==> src/rtl/clk_period_monitor_if.sv <==
// rtl/clk_period_monitor_if.sv - signal bundle between a divided-clock source/consumer and clk_period_monitor
// Purpose: groups the monitor's control inputs and its tick/measurement/status outputs.
// Signals:
//   en, clk_in, clr_fault                         driven by the master (controller side)
//   rise_tick, fall_tick, meas_valid, half_period,
//   locked, fault_fast, fault_slow,
//   min_half, max_half                            driven by the slave (the monitor)
// Modports: master = controller/consumer, slave = clk_period_monitor.
interface clk_period_monitor_if #(
  parameter int CNT_W = 32
);
  logic             en;
  logic             clk_in;
  logic             clr_fault;
  logic             rise_tick;
  logic             fall_tick;
  logic             meas_valid;
  logic [CNT_W-1:0] half_period;
  logic             locked;
  logic             fault_fast;
  logic             fault_slow;
  logic [CNT_W-1:0] min_half;
  logic [CNT_W-1:0] max_half;

  modport master (
    output en, clk_in, clr_fault,
    input  rise_tick, fall_tick, meas_valid, half_period,
    input  locked, fault_fast, fault_slow, min_half, max_half
  );

  modport slave (
    input  en, clk_in, clr_fault,
    output rise_tick, fall_tick, meas_valid, half_period,
    output locked, fault_fast, fault_slow, min_half, max_half
  );
endinterface

==> src/rtl/clk_period_monitor.sv <==
// rtl/clk_period_monitor.sv - measures the half-period of a divided clock and reports lock/fault
// Purpose: samples clk_in in the clk100MHz domain, emits rise/fall ticks, measures the cycle
//   count between consecutive edges, and checks it against EXP_HALF +/- TOL.
// Ports:
//   clk100MHz  system clock
//   rst        synchronous reset, active low
//   mon        clk_period_monitor_if.slave: en, clk_in, clr_fault in; ticks, meas_valid,
//              half_period, locked, fault_fast, fault_slow, min_half, max_half out
// Build option: define MON_HIST_EN to build the min_half/max_half history registers;
//   otherwise both are tied to 0.
module clk_period_monitor #(
  parameter int EXP_HALF = 10000,
  parameter int TOL      = 16,
  parameter int LOCK_CNT = 4,
  parameter int CNT_W    = 32
) (
  input logic                clk100MHz,
  input logic                rst,
  clk_period_monitor_if.slave mon
);

  localparam int GW = $clog2(LOCK_CNT + 1);

  localparam logic [1:0] IDLE    = 2'd0;
  localparam logic [1:0] ACQUIRE = 2'd1;
  localparam logic [1:0] MEASURE = 2'd2;
  localparam logic [1:0] LOCKED  = 2'd3;

  localparam logic [CNT_W-1:0] CNT_MAX      = '1;
  localparam logic [CNT_W-1:0] HALF_LO      = CNT_W'(EXP_HALF - TOL);
  localparam logic [CNT_W-1:0] HALF_HI      = CNT_W'(EXP_HALF + TOL);
  localparam logic [CNT_W-1:0] TIMEOUT_MEAS = CNT_W'(EXP_HALF + TOL + 1);

  logic             sync1, sync2, sync3;
  logic [1:0]       state;
  logic [CNT_W-1:0] cnt;
  logic [GW-1:0]    good_cnt;

  logic             rise_tick_q, fall_tick_q, meas_valid_q;
  logic [CNT_W-1:0] half_period_q;
  logic             locked_q, fault_fast_q, fault_slow_q;

  logic             edge_seen;
  logic [CNT_W-1:0] meas;
  logic             meas_good;
  logic             meas_fast;
  logic             timeout;
  logic             meas_strobe;

  always_comb begin
    edge_seen   = sync2 ^ sync3;
    // Saturate so a stuck counter never wraps into a plausible measurement.
    meas        = (cnt == CNT_MAX) ? CNT_MAX : cnt + CNT_W'(1);
    meas_good   = (meas >= HALF_LO) && (meas <= HALF_HI);
    meas_fast   = meas < HALF_LO;
    // An edge in the timeout cycle takes priority and is measured instead.
    timeout     = !edge_seen && (meas == TIMEOUT_MEAS);
    meas_strobe = mon.en && edge_seen && ((state == MEASURE) || (state == LOCKED));
  end

  always_ff @(posedge clk100MHz) begin
    if (!rst) begin
      sync1         <= 1'b0;
      sync2         <= 1'b0;
      sync3         <= 1'b0;
      state         <= IDLE;
      cnt           <= '0;
      good_cnt      <= '0;
      rise_tick_q   <= 1'b0;
      fall_tick_q   <= 1'b0;
      meas_valid_q  <= 1'b0;
      half_period_q <= '0;
      locked_q      <= 1'b0;
      fault_fast_q  <= 1'b0;
      fault_slow_q  <= 1'b0;
    end else begin
      // Synchroniser keeps running in IDLE so re-enabling does not see a stale level as an edge.
      sync1        <= mon.clk_in;
      sync2        <= sync1;
      sync3        <= sync2;
      rise_tick_q  <= 1'b0;
      fall_tick_q  <= 1'b0;
      meas_valid_q <= 1'b0;

      // Fault setting below comes later in the block, so a same-cycle fault wins over the clear.
      if (mon.clr_fault) begin
        fault_fast_q <= 1'b0;
        fault_slow_q <= 1'b0;
      end

      if (!mon.en) begin
        state    <= IDLE;
        cnt      <= '0;
        good_cnt <= '0;
        locked_q <= 1'b0;
      end else if (state == IDLE) begin
        state <= ACQUIRE;
      end else begin
        rise_tick_q <= edge_seen & sync2;
        fall_tick_q <= edge_seen & ~sync2;

        if (edge_seen) begin
          cnt <= '0;
        end else if (cnt != CNT_MAX) begin
          cnt <= cnt + CNT_W'(1);
        end

        if (meas_strobe) begin
          meas_valid_q  <= 1'b1;
          half_period_q <= meas;
          if (meas_good) begin
            if (state == MEASURE) begin
              if (good_cnt == GW'(LOCK_CNT - 1)) begin
                good_cnt <= GW'(LOCK_CNT);
                locked_q <= 1'b1;
                state    <= LOCKED;
              end else begin
                good_cnt <= good_cnt + GW'(1);
              end
            end
          end else begin
            // Any out-of-window measurement breaks the run of good ones; only short ones are faults
            // because long gaps are already reported by the timeout.
            good_cnt <= '0;
            locked_q <= 1'b0;
            state    <= MEASURE;
            if (meas_fast) begin
              fault_fast_q <= 1'b1;
            end
          end
        end else if (edge_seen) begin
          // First edge after acquisition only establishes a reference point.
          good_cnt <= '0;
          state    <= MEASURE;
        end else if (timeout) begin
          fault_slow_q <= 1'b1;
          locked_q     <= 1'b0;
          good_cnt     <= '0;
          cnt          <= '0;
          state        <= ACQUIRE;
        end
      end
    end
  end

  assign mon.rise_tick   = rise_tick_q;
  assign mon.fall_tick   = fall_tick_q;
  assign mon.meas_valid  = meas_valid_q;
  assign mon.half_period = half_period_q;
  assign mon.locked      = locked_q;
  assign mon.fault_fast  = fault_fast_q;
  assign mon.fault_slow  = fault_slow_q;

`ifdef MON_HIST_EN
  logic [CNT_W-1:0] min_half_q, max_half_q;

  always_ff @(posedge clk100MHz) begin
    if (!rst) begin
      min_half_q <= '0;
      max_half_q <= '0;
    end else begin
      if (mon.clr_fault) begin
        min_half_q <= CNT_MAX;
        max_half_q <= '0;
      end
      // A measurement in the clear cycle becomes the first entry of the new history.
      if (meas_strobe) begin
        if (mon.clr_fault || (meas < min_half_q)) begin
          min_half_q <= meas;
        end
        if (mon.clr_fault || (meas > max_half_q)) begin
          max_half_q <= meas;
        end
      end
    end
  end

  assign mon.min_half = min_half_q;
  assign mon.max_half = max_half_q;
`else
  assign mon.min_half = '0;
  assign mon.max_half = '0;
`endif

endmodule

==> src/flat_wrapper.sv <==
// flat-port wrapper written by rule: the top's interface ports become plain ports
module clk_period_monitor_flat 
#(
  parameter int EXP_HALF = 10000,
  parameter int TOL      = 16,
  parameter int LOCK_CNT = 4,
  parameter int CNT_W    = 32
)
  (clk100MHz, rst, mon_en, mon_clk_in, mon_clr_fault, mon_rise_tick, mon_fall_tick, mon_meas_valid, mon_half_period, mon_locked, mon_fault_fast, mon_fault_slow, mon_min_half, mon_max_half);
  clk_period_monitor_if #(.CNT_W(CNT_W)) mon_i ();
  input logic clk100MHz;
  input logic rst;
  input wire logic [$bits(mon_i.en)-1:0] mon_en;
  input wire logic [$bits(mon_i.clk_in)-1:0] mon_clk_in;
  input wire logic [$bits(mon_i.clr_fault)-1:0] mon_clr_fault;
  output wire logic [$bits(mon_i.rise_tick)-1:0] mon_rise_tick;
  output wire logic [$bits(mon_i.fall_tick)-1:0] mon_fall_tick;
  output wire logic [$bits(mon_i.meas_valid)-1:0] mon_meas_valid;
  output wire logic [$bits(mon_i.half_period)-1:0] mon_half_period;
  output wire logic [$bits(mon_i.locked)-1:0] mon_locked;
  output wire logic [$bits(mon_i.fault_fast)-1:0] mon_fault_fast;
  output wire logic [$bits(mon_i.fault_slow)-1:0] mon_fault_slow;
  output wire logic [$bits(mon_i.min_half)-1:0] mon_min_half;
  output wire logic [$bits(mon_i.max_half)-1:0] mon_max_half;
  assign mon_i.en = mon_en;
  assign mon_i.clk_in = mon_clk_in;
  assign mon_i.clr_fault = mon_clr_fault;
  assign mon_rise_tick = mon_i.rise_tick;
  assign mon_fall_tick = mon_i.fall_tick;
  assign mon_meas_valid = mon_i.meas_valid;
  assign mon_half_period = mon_i.half_period;
  assign mon_locked = mon_i.locked;
  assign mon_fault_fast = mon_i.fault_fast;
  assign mon_fault_slow = mon_i.fault_slow;
  assign mon_min_half = mon_i.min_half;
  assign mon_max_half = mon_i.max_half;
  clk_period_monitor #(.EXP_HALF(EXP_HALF), .TOL(TOL), .LOCK_CNT(LOCK_CNT), .CNT_W(CNT_W)) u_core (.clk100MHz(clk100MHz), .rst(rst), .mon(mon_i));
endmodule
==> config.mk <==
export PLATFORM = sky130hd
export DESIGN_NAME = clk_period_monitor_flat
export DESIGN_NICKNAME = d
export VERILOG_FILES = /design/src/rtl/clk_period_monitor_if.sv /design/src/rtl/clk_period_monitor.sv /design/src/flat_wrapper.sv
export SDC_FILE = /design/constraint.sdc
export NUM_CORES = 1
export LEC_CHECK = 0
export ABC_AREA = 1
export CORE_MARGIN = 2
export CORE_UTILIZATION = 55
export DETAILED_ROUTE_END_ITERATION = 10
export MAX_ROUTING_LAYER = met4
export PLACE_DENSITY_LB_ADDON = 0.08
export SETUP_SLACK_MARGIN = 0.5
export SYNTH_ARGS = -nofsm -noshare
export SYNTH_HDL_FRONTEND = slang
export SYNTH_SLANG_ARGS = --single-unit
==> constraint.sdc <==
create_clock -name clk100MHz -period 3.9 [get_ports clk100MHz]
set_input_delay 0.78 -clock clk100MHz [delete_from_list [all_inputs] [get_ports clk100MHz]]
set_output_delay 0.78 -clock clk100MHz [all_outputs]
set_load 0.02 [all_outputs]
==> results list <==
- Synthesis produced a netlist whose cell count is 746.
- Global-route layer with the greatest usage: met2
* Hold/Removal Path Class: reg2reg
- Final worst slack: 0.859 ns
* Result of the run: completed
- Dividing the detail-routed wire length by the instance count gives 13.7 um.
- Worst-skew pair later-pin latency: 0.38 ns
- For the worst setup path, the data arrival time is 3.35 ns.
- Global-route total usage across every layer: 0.261
- Subtracting the final worst setup slack from the clock period gives 3.04 ns.
- Along the worst path, the maximum fanout reaches 27.
- Worst clock skew: 0.0130 ns
- IR analysis of the VDD net gives a maximum drop of 0.167 mV.
* Post-DP HPWL: 9200 um
- Vias per Instance: 4.95
- For the pin with the worst max-slew slack, the measured transition is 0.960 ns.
* Antenna violations before repair: 0
* Share of synthesized area occupied by flip-flops and latches: 0.322
- Setup repair after global routing left no endpoint under its margin.
- The initial utilization of the core area, before any placement, comes to 0.561.
* H-tree depth: 3
* Final wirelength: 12200 um
* Met3 GRT Util: 0.0408
* Number of hold violations in the final report: 0
- With fillers left out, the area of the finished cells amounts to 0.00527 sq mm.
- Share of post-route cells with drive strength above 1: 0.0688
- The floorplan has 34 rows.
- Dividing the synthesized area by the synthesized cell count gives 6.50 sq um.
- The placed instances occupy a cell area of 0.00508 sq mm.
* Hold-critical path depth: 2
- Setup violations remaining at the end of the flow were counted as 0.
* Most frequent standard cell in the layout excluding fill and tap cells: nand2_1
- STA puts the critical path data required time at 4.21 ns.
* Deepest clock path buffer count: 2
- Number of pins exceeding their max-slew limit in the final report: 0
- By area the synthesized netlist is led by dfxtp_1, nand2_1, buf_4.
* Layout-stage area growth over the synthesis result: 8.70%
* Worst-path clk slew: 0.09 ns
* Placement-stage worst setup slack: 0.852 ns
- Maximum number of pins on one net before global-route repair: 37
- CTS tree: done
* Vertical die dimension: 97.9 um
- The first detailed-routing pass ran for 5 iterations.
* Antenna violation net count after detailed routing: 0
* Cells on worst reg2reg path: 15
* Total of warnings raised by yosys: 0
- Number of DRC markers in iteration 0: 185
- Net count reported at finish: 791
- Max capacitance violation total: 0
- Count of clock tree sinks: 78
- The core region is 0.00864 sq mm.
* Cell variety after synth: 36
- Die X-Extent: 97.9 um
* Post-synthesis instance area: 0.00485 sq mm
- Setup repair bufs after CTS: 0
* Number of I/O port buffers: 42
- Global placement routability congestion: 0.929
* Fmax: 0.329 GHz
* Routing usage on met1: 0.330
* Buffer cell driving the clock tree root: clkbuf_8
- STA classifies the critical path endpoint as a register.
- Cell type with the highest aggregate area in the netlist: dfxtp_1
- Yosys top cell area share: 0.322
- DRC violation count after routing: 0
- Global routing finished with a remaining overflow of 0.
* Diode count: 0
- Adding up every negative setup slack in the final design gives 0 ns.
- Die outline area: 0.00958 sq mm
* Total via count in the routed design: 4417
- The number of global-route vias before repair is 3975.
- Critical Path Source Type: register
- Number of synthesized register bits: 78
* Leading cell types in the layout, fill and taps excluded: nand2_1, nor2_1, dfxtp_1, inv_1, conb_1
- Number of buffers created by CTS: 9
- Dividing total power by cell area gives a power density of 287 mW/mm^2.
- Measured against its own limit, the worst slew margin works out to 0.359.
- The first global-routing pass estimated 19500 um of wire.
* Final cycle utilization of the critical path: 0.780
* Start-to-end type of the worst setup path: reg2reg
- GR Util met2: 0.430
* Top-level I/O count: 107
* Leakage: 2.37 nW
cells by family after synthesis:
group | count (synthesis) | share of synthesized area
xor+xnor | 7 | 0.0126
other cells | 1 | 0.000774
buf+inv | 157 | 0.177
compound gates | 108 | 0.117
flops | 78 | 0.322
simple gates | 389 | 0.354
fa+ha+maj | 6 | 0.0155
area by class of cell:
cell class	count	area, sq um
fill	867	3370
multi-input combinational	574	2670
sequential	78	1560
timing repair buffer	47	458
inverter	70	264
tap	108	135
clock buffer	9	124
clock inverter	7	61.3
Yosys cell counts, drive strengths merged:
cell type,number
o21ai,44
nand2,213
nand3b,5
ha,6
inv,69
nand4,11
and2,1
clkbuf,18
clkinv,1
nor3,1
a22oi,1
o211ai,6
buf,69
a21oi,53
conb,1
or2,1
nor3b,2
o21bai,4
nor2,125
xnor2,3
nand3,30
xor2,4
dfxtp,78
metal layers:
| layer | routed length (um) | part of all wire | up-vias |
|---|---|---|---|
| li1 | - | - | 2291 |
| met1 | 5630 | 0.46 | 1982 |
| met2 | 5830 | 0.48 | 126 |
| met3 | 522 | 0.043 | 18 |
| met4 | 218 | 0.018 | 0 |
| met5 | 0 | 0 | - |
critical path, stage by stage, from the launching register on:
cell and delay [ns]:
dfxtp_1 0.41, ha_1 0.24, nand2_2 0.08, nor2_4 0.19
nand2_2 0.15, nor2_8 0.17, nand3_2 0.24, ha_1 0.35
nor3_1 0.25, nor3b_2 0.26, nand2_4 0.09, nand2_4 0.09
nor2_8 0.09, o21bai_1 0.21, nand2_1 0.06, nor2_1 0.07
sequential cells by signal, summed over array words and instances (netlist names):
signal and cells:
u_core.mon.fall_tick 1, u_core.mon.meas_valid 1, u_core.sync1 1, u_core.mon.fault_slow 1
u_core.sync3 1, u_core.sync2 1, u_core.mon.half_period 32, u_core.mon.fault_fast 1
u_core.cnt 32, u_core.mon.locked 1, u_core.state 2, u_core.mon.rise_tick 1
u_core.good_cnt 3
worst paths after layout:
check                    end     startpoint  slack, ns
max reg2reg  u_core.state[0]  u_core.cnt[0]       0.86
min reg2reg     u_core.sync2   u_core.sync1       0.44
max          u_core.state[0]  u_core.cnt[0]       0.86
min             u_core.sync2   u_core.sync1       0.44
power by group:
group / switching [mW] / leakage [nW] / internal (mW) / total, mW
Clock: 0.353 / 0.0888 / 0.243 / 0.596
Combinational: 0.0986 / 1.65 / 0.0170 / 0.116
Sequential: 0.00226 / 0.629 / 0.799 / 0.801
Total: 0.454 / 2.37 / 1.06 / 1.51
stage by stage:
stage	instances	utilization	total power [mW]	hold slack, ns
6_report	893	0.610	1.51	0.439
5_1_grt	893	0.610	1.55	0.482
4_1_cts	893	0.610	1.51	0.447
3_5_place_dp	877	0.589	0.933	0.424
3_3_place_gp	877	0.589	0.932	0.402
2_1_floorplan	809	-	0.965	0.390
timing repair:
| action | CTS | global route |
|---|---|---|
| setup endpoints to repair | 0 | 2 |
| hold buffers | 0 | 0 |
| resized for setup | 0 | 1 |
No activity file was read; power rests on OpenSTA's default activity.
